--- src/rtl/lutram_bist_pkg.sv ---
// -----------------------------------------------------------------------------
// lutram_bist_pkg
// Shared definitions for the LUTRAM march-style BIST:
//   state_e      - controller states
//   PAT0 / PAT1  - background patterns for pass 0 and pass 1
//   ERR_CNT_MAX  - saturation value of the mismatch counter
//   exp_data()   - expected array word for an address in a given pass
// -----------------------------------------------------------------------------
package lutram_bist_pkg;

   typedef enum logic [1:0] {
      S_IDLE = 2'd0,
      S_WR   = 2'd1,
      S_RD   = 2'd2,
      S_DONE = 2'd3
   } state_e;

   localparam logic [9:0]  PAT0        = 10'h2AA;
   localparam logic [9:0]  PAT1        = 10'h155;
   localparam logic [15:0] ERR_CNT_MAX = 16'hFFFF;

   // Address bits are XORed with a pass-dependent pattern so that every
   // cell sees both polarities across the two passes.
   function automatic logic [9:0] exp_data(input logic [9:0] a, input logic p);
      return a ^ (p ? PAT1 : PAT0);
   endfunction

endpackage

--- src/rtl/lutram_bist_cmp.sv ---
// -----------------------------------------------------------------------------
// lutram_bist_cmp
// Read-data checker: compares array data with the expected word, counts
// mismatches (saturating), captures the first failing address, keeps a
// sticky fail flag.
// Ports:
//   clk, rst_n   clock, synchronous active-low reset
//   i_clr        start of a new run: clears flag/address, loads i_clr_val
//   i_clr_val    value loaded into the counter at the start of a run
//   i_chk        compare enable (read phase)
//   i_addr       address currently being read
//   i_rdat       data returned by the array
//   i_exp        expected data
//   o_fail       sticky mismatch flag
//   o_err_addr   address of the first mismatch of the run
//   o_err_cnt    saturating mismatch count
// -----------------------------------------------------------------------------
module lutram_bist_cmp
   import lutram_bist_pkg::*;
#(
   parameter int AW = 8
) (
   input  logic          clk,
   input  logic          rst_n,
   input  logic          i_clr,
   input  logic [15:0]   i_clr_val,
   input  logic          i_chk,
   input  logic [AW-1:0] i_addr,
   input  logic [9:0]    i_rdat,
   input  logic [9:0]    i_exp,
   output logic          o_fail,
   output logic [AW-1:0] o_err_addr,
   output logic [15:0]   o_err_cnt
);

   logic          r_fail;
   logic [AW-1:0] r_err_addr;
   logic [15:0]   r_err_cnt;
   logic          w_mis;

   assign w_mis = i_chk && (i_rdat != i_exp);

   always_ff @(posedge clk) begin
      if (!rst_n) begin
         r_fail     <= 1'b0;
         r_err_addr <= '0;
         r_err_cnt  <= '0;
      end else if (i_clr) begin
         r_fail     <= 1'b0;
         r_err_addr <= '0;
         r_err_cnt  <= i_clr_val;
      end else if (w_mis) begin
         if (r_err_cnt != ERR_CNT_MAX) r_err_cnt <= r_err_cnt + 16'd1;
         r_fail <= 1'b1;
         // Only the first failing address of a run is kept.
         if (!r_fail) r_err_addr <= i_addr;
      end
   end

   assign o_fail     = r_fail;
   assign o_err_addr = r_err_addr;
   assign o_err_cnt  = r_err_cnt;

endmodule

--- src/rtl/lutram_bist.sv ---
// -----------------------------------------------------------------------------
// lutram_bist
// Two-pass write/read BIST for an array of LUTRAM16X10 banks of 16x10 LUTRAM.
// Each pass writes the whole array with exp_data(addr, pass) and then reads
// it back, comparing in the same cycle against the asynchronous read data.
// Ports:
//   clk, rst_n  clock, synchronous active-low reset
//   start       run request, accepted in IDLE or DONE
//   addr        array address
//   we, wdat    array write enable / data (write phase only)
//   rdat        combinational array read data
//   busy        high during write and read phases
//   done        high from completion until the next accepted start
//   fail        sticky mismatch flag for the current/last run
//   err_addr    first mismatching address
//   err_cnt     saturating mismatch count
// ERR_CNT_CLR is the counter value loaded when a run starts (normally 0);
// a non-zero value lets a bench reach saturation without a huge array.
// -----------------------------------------------------------------------------
module lutram_bist
   import lutram_bist_pkg::*;
#(
   parameter int          LUTRAM16X10 = 10,
   parameter logic [15:0] ERR_CNT_CLR = 16'h0000,
   localparam int         DEPTH       = LUTRAM16X10 * 16,
   localparam int         AW          = $clog2(DEPTH)
) (
   input  logic          clk,
   input  logic          rst_n,
   input  logic          start,
   output logic [AW-1:0] addr,
   output logic          we,
   output logic [9:0]    wdat,
   input  logic [9:0]    rdat,
   output logic          busy,
   output logic          done,
   output logic          fail,
   output logic [AW-1:0] err_addr,
   output logic [15:0]   err_cnt
);

   state_e        r_state;
   logic          r_pass;
   logic [AW-1:0] r_addr;

   logic          w_in_wr;
   logic          w_in_rd;
   logic          w_start_acc;
   logic          w_last;
   logic [9:0]    w_exp;

   assign w_in_wr     = (r_state == S_WR);
   assign w_in_rd     = (r_state == S_RD);
   assign w_start_acc = start && ((r_state == S_IDLE) || (r_state == S_DONE));
   // Explicit terminal count keeps non-power-of-two depths in range.
   assign w_last      = (r_addr == AW'(DEPTH - 1));
   assign w_exp       = exp_data(10'(r_addr), r_pass);

   always_ff @(posedge clk) begin
      if (!rst_n) begin
         r_state <= S_IDLE;
         r_pass  <= 1'b0;
         r_addr  <= '0;
      end else begin
         case (r_state)
            S_IDLE, S_DONE: begin
               if (start) begin
                  r_state <= S_WR;
                  r_pass  <= 1'b0;
                  r_addr  <= '0;
               end
            end
            S_WR: begin
               if (w_last) begin
                  r_state <= S_RD;
                  r_addr  <= '0;
               end else begin
                  r_addr <= r_addr + 1'b1;
               end
            end
            S_RD: begin
               if (w_last) begin
                  r_addr <= '0;
                  if (r_pass) begin
                     r_state <= S_DONE;
                  end else begin
                     r_state <= S_WR;
                     r_pass  <= 1'b1;
                  end
               end else begin
                  r_addr <= r_addr + 1'b1;
               end
            end
            default: r_state <= S_IDLE;
         endcase
      end
   end

   assign addr = r_addr;
   assign we   = w_in_wr;
   assign wdat = w_in_wr ? w_exp : 10'd0;
   assign busy = w_in_wr || w_in_rd;
   assign done = (r_state == S_DONE);

   lutram_bist_cmp #(
      .AW (AW)
   ) u_cmp (
      .clk        (clk),
      .rst_n      (rst_n),
      .i_clr      (w_start_acc),
      .i_clr_val  (ERR_CNT_CLR),
      .i_chk      (w_in_rd),
      .i_addr     (r_addr),
      .i_rdat     (rdat),
      .i_exp      (w_exp),
      .o_fail     (fail),
      .o_err_addr (err_addr),
      .o_err_cnt  (err_cnt)
   );

endmodule
--- config.mk ---
export PLATFORM = sky130hd
export DESIGN_NAME = lutram_bist
export DESIGN_NICKNAME = d
export VERILOG_FILES = /design/src/rtl/lutram_bist_pkg.sv /design/src/rtl/lutram_bist_cmp.sv /design/src/rtl/lutram_bist.sv
export SDC_FILE = /design/constraint.sdc
export NUM_CORES = 1
export LEC_CHECK = 0
export ABC_AREA = 1
export ABC_CLOCK_PERIOD_IN_PS = 4500
export BUFFER_PORTS_ARGS = -buffer_cell sky130_fd_sc_hd__buf_2
export CAP_MARGIN = 40
export CELL_PAD_IN_SITES_DETAIL_PLACEMENT = 1
export CELL_PAD_IN_SITES_GLOBAL_PLACEMENT = 1
export CORE_MARGIN = 8
export CORE_UTILIZATION = 39
export DETAILED_ROUTE_END_ITERATION = 10
export PLACE_DENSITY = 0.94
export SLEW_MARGIN = 15
export SYNTH_ARGS = -nofsm -noshare
export SYNTH_HDL_FRONTEND = slang
export SYNTH_SLANG_ARGS = --single-unit
--- constraint.sdc ---
create_clock -name clk -period 4.5 [get_ports clk]
set_input_delay 0.45 -clock clk [delete_from_list [all_inputs] [get_ports clk]]
set_output_delay 0.45 -clock clk [all_outputs]
set_load 0.005 [all_outputs]
==> impl_results.md, run 1 <==
* Critical path's top delay family: simple AND/OR/NAND/NOR gates
* RSZ-0062 raised after global routing: no
* Yosys Warn Count at 0
* Worst-Skew Late Latency at around 300 ps
* Wire per inst at around 14 um
* Placed cell areas at between 0.002 and 0.003 sq mm
* GRT Total Usage at between 10% and 20%
* First-pass GRT wire length at ~12 mm
* Synth Register Bits at 36
* Worst Setup Slack, final at 1769 ps
* Final antenna-violating net count at 0
* Setup TNS at 0 ps
* Period utilization at about three fifths
* Worst VDD drop at 0.1528 mV
* Critical Path Fanout Max at 23
* TritonCTS Buffers at 5
* Worst-path cell chain: inv_2 -> nand2_1 -> nand3_1 -> nand4_1 -> nor2_1 -> nand2_1 -> nand3_1 -> nand2_1 -> inv_1 -> nor2_1
* Fraction of the mapped netlist area in adder cells at 3.067%
* DIE HEIGHT at roughly 95 um
* P_leak at ~1.5 nW
* Antenna violations before repair at 0
* Ant diodes at 0
* Cell Count, Final, Fillers Out at 547
* Clock skew at between 10 and 15 ps
* Via count at 2,756
* Final instance area at 0.002878 sq mm
* Critical Path Most Common Cell: nand2_1
* CTS tree: built
* PortBufs at 58
* I/O pin cnt at 59
* Hold_ws at ~420 ps
* Simple-gate portion of the synthesized area at 43.76%
* Initial Util at 39.44%
* Clock buffer depth at 2
* Xor/xnor share of the synthesized area at approximately 1.1%
* Post-DP HPWL at 5.854 mm
* Share of layout cells above drive strength 1 at between 10% and 20%
* Worst Setup Slack post-DPL at around 1900 ps
* Max Freq at 366.1 MHz
* Final hold viol count at 0
* Crit start category: register
* Critical Path Sink Type: register
* Final Max Slew Viols at 0
* Max-cap violations at 0
* Number of global-route vias before repair at 2,793
* Worst endpoint data arrival time at 2960 ps
* Hold-fix buffers, CTS at 0
* Root Buffer: clkbuf_8
* Gr ovfl total at 0
* Average cell area after synthesis at 5.911 sq um
* CP Data Required Time at 4730 ps
* Area growth syn-to-layout at 17.59%
* Largest family of logic cells by synthesized area: simple AND/OR/NAND/NOR gates
* Period minus WS final at 2731 ps
* Core Region at 0.006205 sq mm
* Setup violators final at 0
* Met3 track utilization from global routing at 3.465%
* Die width at 95.22 um
* NumNets Final at 488
* Post-Route WL at 7.434 mm
* Sequential area share after synthesis at 29.45%
* Cell area after synthesis at between 0.002 and 0.0025 sq mm
* Pre-antenna DRT Iters at 4
* Met1 usage at 18.42%
* Slowest stage delay, CP at 740 ps
* PD cells at 403.2 mW/mm^2
* Worst-path clk slew at 80 ps
* Crit Path Class: reg -> reg
* Buf+Inv Stages, Crit Path at 2
* Met2 Use GR at roughly 30%
* Placed insts at 539
* Htree depth at 2
* Post-CTS Setup Bufs at 0
* Worst-Margin Slew at 751.6 ps
* Yosys cell types at 24
* Clock tree sinks at 36
* Post-cts repair resize count at 0
* Cells after Synth at slightly above 400
* Syn nets at 433
* Hold WC Path Type: in -> reg
* CP max-delay cell: dfxtp_1
* Status: finished, final reports clean
* DRC at 0
* Synth Area in Compound Gates at 5.573%
* GPL Wtd Cong at approximately 0.82
* Gr busiest metal: met2
* DR vias/cell at 5.038
* Initial drt markers at about 110
* Multiplexer share of the synthesized area at 0%
* Normalized max-slew margin at between 40% and 50%
* Die area at 0.009066 sq mm
* Largest net degree at the start of global routing at 40
* Row cnt at 29
## worst register-to-register path: cells and delay by family, from the launching register on
family        cells  cell delay (ps)
buf+inv           2              260
simple gates      8             1670
flops             1              740
## synthesized netlist by cell type (all sizes together)
cell    count  area, sq um
o21ai       6        30.03
a21oi      17        88.84
nor2       48        182.7
inv        86        322.8
nand4      29        187.7
nand2     123        474.2
clkinv      2        7.510
xor2        3        26.28
ha          6        75.07
clkbuf      7        26.28
nor3        2        10.01
a21boi      1        7.510
and2        1        6.260
dfxtp      36        720.7
o211a       1        10.01
nand3      36        180.2
buf         6        61.30
nand3b      4        30.03
## path summary, 6_finish.rpt
path                            slack, ps           startpoint             endpoint  depth (start not counted)
worst max-delay path                 1770               r_pass  u_cmp.o_err_addr[1]                         10
worst min register to register        520  u_cmp.o_err_addr[2]  u_cmp.o_err_addr[2]                          4
worst min-delay path                  420                rst_n              addr[0]                          3
worst max register to register       1770               r_pass  u_cmp.o_err_addr[1]                         10
## layer usage
layer | vias up | routed length, um
met2 | 48 | 3817
met4 | 0 | 72
li1 | 1387 | -
met3 | 7 | 345
met1 | 1314 | 3200
met5 | - | 0
## cell type report
cell class	count	area (sq um)
Fill cell	880	3327
Multi-Input combinational cell	277	1309
Sequential cell	36	720.7
Inverter	88	330.3
Timing Repair Buffer	61	327.8
Tap cell	77	96.34
Clock buffer	7	86.33
Clock inverter	1	7.507
## stage by stage
step	util (%)	power, W
after global placement	44.38	0.0008902
after detailed placement	44.87	0.0009271
after CTS	46.38	0.001179
after global routing	46.38	0.001261
final	46.38	0.001160
after floorplan	-	0.0007519
## where the power goes
part	internal, W	leakage [nW]	switching, W
registers	0.000356	0.291	0.0000429
clock network	0.000125	0.0445	0.000124
logic	0.000181	1.17	0.000331
## flip-flops by register name, indices dropped and copies added, names as in the netlist
register	flops
addr	8
u_cmp.o_err_addr	8
r_state	2
u_cmp.o_err_cnt	16
r_pass	1
u_cmp.o_fail	1
## layout by cell type (no fill, tap or decap), types with 2 or more instances in the layout
master	instances
nand2_1	118
inv_1	85
buf_2	58
nor2_1	47
nand3_1	36
dfxtp_1	36
nand4_1	28
a21oi_1	16
o21ai_0	6
ha_1	6
clkbuf_8	6
nand2_2	5
nand3b_1	4
xor2_1	3
clkinv_1	2
nor3_1	2
buf_8	2
## kinds of logic after synthesis
family,after synthesis
XOR/XNOR,3
buffers and inverters,101
AND/OR/NAND/NOR,243
AO/OA/AOI/OAI,25
flip-flops,36
adder cells (fa/ha/maj),6
No activity file was read; power rests on OpenSTA's default activity.
==> run 2: changes to the inputs <==
Settings changed: ABC_AREA 1 to 0, ABC_CLOCK_PERIOD_IN_PS 4500 to 2300, CORE_UTILIZATION 39 to 34, PLACE_DENSITY 0.94 to 0.85.
Clock period 4.5 ns to 2.3 ns, I/O delays scaled along.
==> impl_results.md, run 2 <==
* Gr ovfl total at 0 (unchanged)
* Antenna violations before repair at 0 (unchanged)
* Synth top area cells: dfxtp_1, a21oi_1, nor2_1
* Worst-path cell chain: ha_1 -> nand2_1 -> or2_1 -> nor3_1 -> or4bb_1 -> a21oi_1
* Final Max Slew Viols at 0 (unchanged)
* First-pass GRT wire length at 12.27 mm (unchanged)
* RSZ-0062 raised after global routing: no
* Post-synth top cells: dfxtp_1, a21oi_1, nor2_1
* Max-cap violations at 0 (unchanged)
* Worst setup startpoint: u_cmp.o_err_cnt[0]
* Clock network fraction of total power at 31.7% (+10 points)
* Final antenna-violating net count at 0 (unchanged)
* Cell area after synthesis at 0.002191 sq mm (-10%)
* Root Buffer: clkbuf_8
* Register-to-Register Path Depth at 6 (-4)
* Via count at 2,306 (-16%)
* Initial Util at 34.90% (-4.5 points)
* Number of global-route vias before repair at 2,443 (-13%)
* Count leader, synth: dfxtp_1
* Clock tree sinks at 36 (unchanged)
* # fillers at 808 (-8.2%)
* Core Region at 0.006277 sq mm (+1.2%)
* Critical Path Fanout Max at 5 (-78%)
* Crit Reg-Reg Startpoint: u_cmp.o_err_cnt[0]
* Yosys cell types at 53 (+120%)
* Average cell area after synthesis at 7.881 sq um (+33%)
* TritonCTS Buffers at 5 (unchanged)
* Clock buffer depth at 2 (unchanged)
* DR vias/cell at 5.490 (+9.0%)
* Post-synth ARST share at 0% (unchanged)
* Critical Path Sink Type: register
* Post-Route WL at 7.327 mm (-1.4%)
* Top cell type's share of synthesized area at 32.90% (+3.4 points)
* Setup violators final at 0 (unchanged)
* GPL Wtd Cong at 0.8196 (about the same)
* Period utilization at 91.10% (+30 points)
* Pre-antenna DRT Iters at 4 (unchanged)
* Leading cell type in the layout, fill and taps excluded: buf_2
* Yosys top cell by area: dfxtp_1
* Final hold viol count at 0 (unchanged)
* Commonest non-fill, non-tap cells in the layout: buf_2, dfxtp_1, a21oi_1
* Cells after Synth at 278 (-33%)
* Setup TNS at 0 ps (unchanged)
* Crit Path Class: reg -> reg
* I/O pin cnt at 59 (unchanged)
* CP Data Required Time at 2530 ps (-2200 ps)
* Share of layout cells above drive strength 1 at 26.82% (+10 points)
* Critical path's top delay family: simple AND/OR/NAND/NOR gates
* Worst-path clk slew at 80 ps (about the same)
* Worst VDD drop at 0.2600 mV (+70%)
* Top FF cell, synth: dfxtp_1
* Syn nets at 297 (-31%)
* Crit start category: register
* Die area at 0.009268 sq mm (+2.2%)
* R2r setup slk at 200 ps (-1560 ps)
* Largest net degree at the start of global routing at 20 (-50%)
* Clock skew at 10.99 ps (+0.5993 ps)
* Hold WC Path Type: in -> reg
* Worst-Margin Slew at 410.5 ps (-341.1 ps)
* Worst-Skew Late Latency at 290 ps (about the same)
* Max Freq at 477.2 MHz (+30%)
* Sequential area share after synthesis at 32.90% (+3.4 points)
* Hold_ws at 218.8 ps (-203.1 ps)
* Row cnt at 29 (unchanged)
* Period minus WS final at 2095 ps (-635.8 ps)
* WP depth at 6 (-4)
* Initial drt markers at 86 (-23%)
* Buf+Inv Stages, Crit Path at 0 (-2)
* Int Power at 0.001037 W (+57%)
* Gate power share at 25.3% (-19 points)
* Post-CTS Setup Bufs at 0 (unchanged)
* Htree depth at 2 (unchanged)
* Die width at 96.27 um (+1.1%)
* Psw at 0.0005041 W (+1.2%)
* PortBufs at 58 (unchanged)
* Area growth syn-to-layout at 23.36%
* Status: finished, final reports clean
* Slowest stage delay, CP at 510 ps (-230 ps)
* Fin util at 43.05% (-3.3 points)
* CP max-delay cell: or4bb_1
* Sequential fraction of design power at 43.1% (+8.7 points)
* Normalized max-slew margin at 72.40% (+23 points)
* Post-synth EDFFs at 0 (unchanged)
* Worst Setup EP: u_cmp.o_err_cnt[8]
* Worst endpoint data arrival time at 2320 ps (-640 ps)
* Yosys Warn Count at 0 (unchanged)
* R2R Path End: u_cmp.o_err_cnt[8]
* Ant diodes at 0 (unchanged)
* Switch share at 32.72% (-10 points)
* Synth Register Bits at 36 (unchanged)
* P_leak at 1.120 nW (-26%)
* NumNets Final at 361 (-26%)
* DIE HEIGHT at 96.27 um (+1.1%)
* Max reg flops at 16 (unchanged)
* PD cells at 570.1 mW/mm^2 (+41%)
* DRC at 0 (unchanged)
* Wire per inst at 17.45 um (+28%)
* Post-DP HPWL at 5.420 mm (-7.4%)
* GRT Total Usage at 16.56% (+0.056 points)
* CTS tree: built
## run 2: cell types whose count changed after synthesis, moves of 6 or more
cell	before	now
xnor2_1	0	7
or4_1	0	6
nand4_1	28	4
and2_1	1	10
inv_1	85	10
o31ai_1	0	7
nand3_1	36	18
a21oi_1	16	31
nor2_1	47	26
nand2_1	118	19
o21ai_1	0	13
## run 2: how the worst min path moves through the flow
| stage | from | endpoint | cells after the start |
|---|---|---|---|
| finish | rst_n | addr[2] | 3 |
| detailed placement | u_cmp.o_err_addr[4] | u_cmp.o_err_addr[4] | 2 |
| global route | rst_n | addr[2] | 3 |
| floorplan | rst_n | addr[2] | 2 |
| global placement | u_cmp.o_err_cnt[9] | u_cmp.o_err_cnt[9] | 2 |
| CTS | rst_n | addr[2] | 3 |
## run 2: cells by family (layout without fill, tap and decap cells)
family	count (synthesis)	count (layout)	share of synthesized area, %
flip-flops	36	36	32.90
buffers and inverters	32	97	7.538
AO/OA/AOI/OAI	73	73	20.79
AND/OR/NAND/NOR	113	113	27.53
adder cells (fa/ha/maj)	6	6	3.427
XOR/XNOR	14	14	5.940
multiplexers	4	4	1.885
## run 2: worst min-delay path: stages
cell and delay [ps]:
buf_2 130, o21ai_0 70, a21oi_1 40
## run 2: timing repair
| item | CTS | global route |
|---|---|---|
| hold buffers | 0 | 0 |
| resized for setup | 0 | 3 |
| endpoints found under the setup margin | 0 | 4 |
| endpoints found under the hold margin | 0 | 0 |
## run 2: final cells by class
| class | instances | area (sq um) | area share [%] |
|---|---|---|---|
| sequential | 36 | 721.9 | 26.71 |
| timing repair buffer | 76 | 425.4 | 15.74 |
| inverter | 13 | 48.80 | 1.806 |
| clock buffer | 7 | 86.33 | 3.194 |
| clock inverter | 1 | 7.507 | 0.2778 |
| multi-input combinational | 210 | 1316 | 48.70 |
| tap | 77 | 96.34 | 3.565 |
## run 2: metrics by stage
step / area, sq um / total power [W] / setup WS, ps / cells
final: 2703 / 0.001541 / 204.7 / 420
after global routing: 2703 / 0.001617 / 51.94 / 420
after CTS: 2690 / 0.001539 / 146.4 / 420
after detailed placement: 2596 / 0.001059 / 211.6 / 412
after global placement: 2596 / 0.001041 / 244.5 / 412
after floorplan: 2191 / 0.0009134 / 300.8 / 278
## run 2: power groups by stage
| stage | Combinational (W) | Clock [W] | Sequential [W] |
|---|---|---|---|
| after detailed placement | 0.000381 | 0 | 0.000678 |
| after CTS | 0.000386 | 0.000489 | 0.000663 |
| after global placement | 0.000366 | 0 | 0.000675 |
| final | 0.000389 | 0.000488 | 0.000664 |
| after floorplan | 0.000247 | 0 | 0.000666 |
| after global routing | 0.000429 | 0.000520 | 0.000668 |
## run 2: metal layers
| metal | share of wire [%] | global-route usage (%) | routed length [um] | vias to the layer above |
|---|---|---|---|---|
| li1 | - | - | - | 1124 |
| met1 | 44 | 20.25 | 3194 | 1134 |
| met2 | 51 | 28.15 | 3702 | 42 |
| met3 | 4.7 | 3.042 | 344 | 6 |
| met4 | 1.2 | 6.146 | 85 | 0 |
| met5 | 0 | 0 | 0 | - |
==> run 3: changes to the inputs <==
Settings changed: ABC_AREA 0 to 1, CORE_UTILIZATION 34 to 33, PLACE_DENSITY 0.85 to 0.86.
==> impl_results.md, run 3 (synthesis gave the netlist of run 1 again) <==
* Wire per inst at 13.06 um (-25%)
* Via count at 2,716 (+18%)
* Post-CTS Setup Bufs at 0 (unchanged)
* PD cells at 827.3 mW/mm^2 (+45%)
* Die area at 0.01043 sq mm (+13%)
* Final Max Slew Viols at 0 (unchanged)
* Core Region at 0.007214 sq mm (+15%)
* Commonest non-fill, non-tap cells in the layout: nand2_1, inv_1, buf_2
* Post-DP HPWL at 5.773 mm (+6.5%)
* Worst-path clk slew at 80 ps (about the same)
* Cell Count, Final, Fillers Out at 572 (+36%)
* Max-cap violations at 0 (unchanged)
* Hold WC Path Type: in -> reg
* Number of global-route vias before repair at 2,854 (+17%)
* CTS tree: built
* Met2 WL post-DR at 3.750 mm (+1.3%)
* DIE HEIGHT at 102.1 um (+6.1%)
* Ant diodes at 0 (unchanged)
* R2r setup slk at 290 ps (+90 ps)
* Area growth syn-to-layout at 20.96%
* Max reg flops at 16 (unchanged)
* Initial Util at 33.92% (-0.98 points)
* Post-Route WL at 7.469 mm (+1.9%)
* Worst endpoint data arrival time at 2200 ps (-120 ps)
* Critical Path Sink Type: register
* Final hold viol count at 0 (unchanged)
* Metal3 WL at 342 um (-0.58%)
* Worst-Skew Late Latency at 290 ps (about the same)
* # fillers at 1,046 (+29%)
* Worst VDD drop at 0.2827 mV (+8.7%)
* Antenna violations before repair at 0 (unchanged)
* First-pass GRT wire length at 12.70 mm (+3.5%)
* Post-cts repair resize count at 0 (unchanged)
* Clock tree sinks at 36 (unchanged)
* Share of layout cells above drive strength 1 at 17.34% (-9.5 points)
* Final antenna-violating net count at 0 (unchanged)
* Max Freq at 497.9 MHz (+4.3%)
* CP Data Required Time at 2490 ps (-40 ps)
* Setup TNS at 0 ps (unchanged)
* Normalized max-slew margin at 60.89% (-12 points)
* Crit Path Class: reg -> reg
* Gr ovfl total at 0 (unchanged)
* Clock buffer depth at 2 (unchanged)
* GPL Wtd Cong at 0.8142 (-0.66%)
* DRC at 0 (unchanged)
* GRT Total Usage at 14.81% (-1.8 points)
* Leading cell type in the layout, fill and taps excluded: nand2_1
* Period minus WS final at 2009 ps (-86.72 ps)
* Critical Path Fanout Max at 9 (+4)
* TritonCTS Buffers at 5 (unchanged)
* DR vias/cell at 4.748 (-14%)
* Largest net degree at the start of global routing at 31 (+55%)
* Placed insts at 564 (+37%)
* Crit start category: register
* Htree depth at 2 (unchanged)
* Row cnt at 31 (+6.9%)
* Clock skew at 4.508 ps (-6.478 ps)
* Max Used Layer: met4
* Die width at 102.1 um (+6.1%)
* Root Buffer: clkbuf_8
* I/O pin cnt at 59 (unchanged)
* P_leak at 1.540 nW (+38%)
* Setup violators final at 0 (unchanged)
* PortBufs at 58 (unchanged)
* Hold-fix buffers, CTS at 0 (unchanged)
* NumNets Final at 491 (+36%)
* Wire length on met1 at 3.303 mm (+3.4%)
* RSZ-0062 raised after global routing: no
* Initial drt markers at 93 (+8.1%)
* Worst-Margin Slew at 586.7 ps (+176.2 ps)
* Pre-antenna DRT Iters at 4 (unchanged)
* Status: finished, final reports clean
* Period utilization at 87.33% (-3.8 points)
## run 3: changes by cell type in the layout (fill, tap and decap cells not counted), sizes merged, moves of 5 or more
cell    before  now
nand4        4   29
buf         76   64
nand3       18   36
a21oi       31   17
or4          6    0
and2        10    1
o21ai       14    6
nor2        26   48
nand2       19  123
nand2b       5    0
o31ai        7    0
inv         12   86
xnor2        7    0
## run 3: final timing paths
kind                       startpoint             endpoint  cells past startpoint
setup / recovery   u_cmp.o_err_cnt[0]   u_cmp.o_err_cnt[6]                      9
hold / removal                  rst_n           r_state[1]                      3
setup reg to reg   u_cmp.o_err_cnt[0]   u_cmp.o_err_cnt[6]                      9
hold reg to reg   u_cmp.o_err_addr[2]  u_cmp.o_err_addr[2]                      4
## run 3: critical path, stage by stage (launching register included)
cell	delay (ps)
dfxtp_1	390
ha_1	250
nand2_1	70
nor2_1	370
nand4_2	320
and2_1	270
nand3_1	100
nand2_1	50
inv_1	50
nor2_1	30
## run 3: where the power goes
| group | total (W) | internal, W | switching (W) |
|---|---|---|---|
| Combinational | 0.00105 | 0.000376 | 0.000679 |
| Clock | 0.000624 | 0.000383 | 0.000242 |
| Sequential | 0.000770 | 0.000698 | 0.0000726 |
## run 3: metrics by stage
step	area [sq um]	hold slack (ps)	power (W)	worst slack, ps	util, %
final	2960	219.5	0.002449	291.4	41.03
after global routing	2960	240.4	0.002661	118.3	41.03
after CTS	2958	203.4	0.002479	183.2	41.00
after detailed placement	2831	507.1	0.001845	217.6	39.25
after global placement	2831	494.1	0.001801	362.6	39.25
after floorplan	2447	368.4	0.001471	650.9	-
## run 3: final cells by class
cell class	instances	area (sq um)	share of cell area (%)
clock buffer	7	96.34	3.254
timing repair buffer	64	347.8	11.75
sequential	36	720.7	24.34
multi-input combinational	277	1311	44.29
clock inverter	1	30.03	1.014
tap	99	123.9	4.184
inverter	88	330.3	11.16
## run 3: routing by layer
metal  GRT usage [%]  vias up
li1                -     1390
met1           16.77     1277
met2           27.24       44
met3           2.793        5
met4           4.402        0
met5               0        -
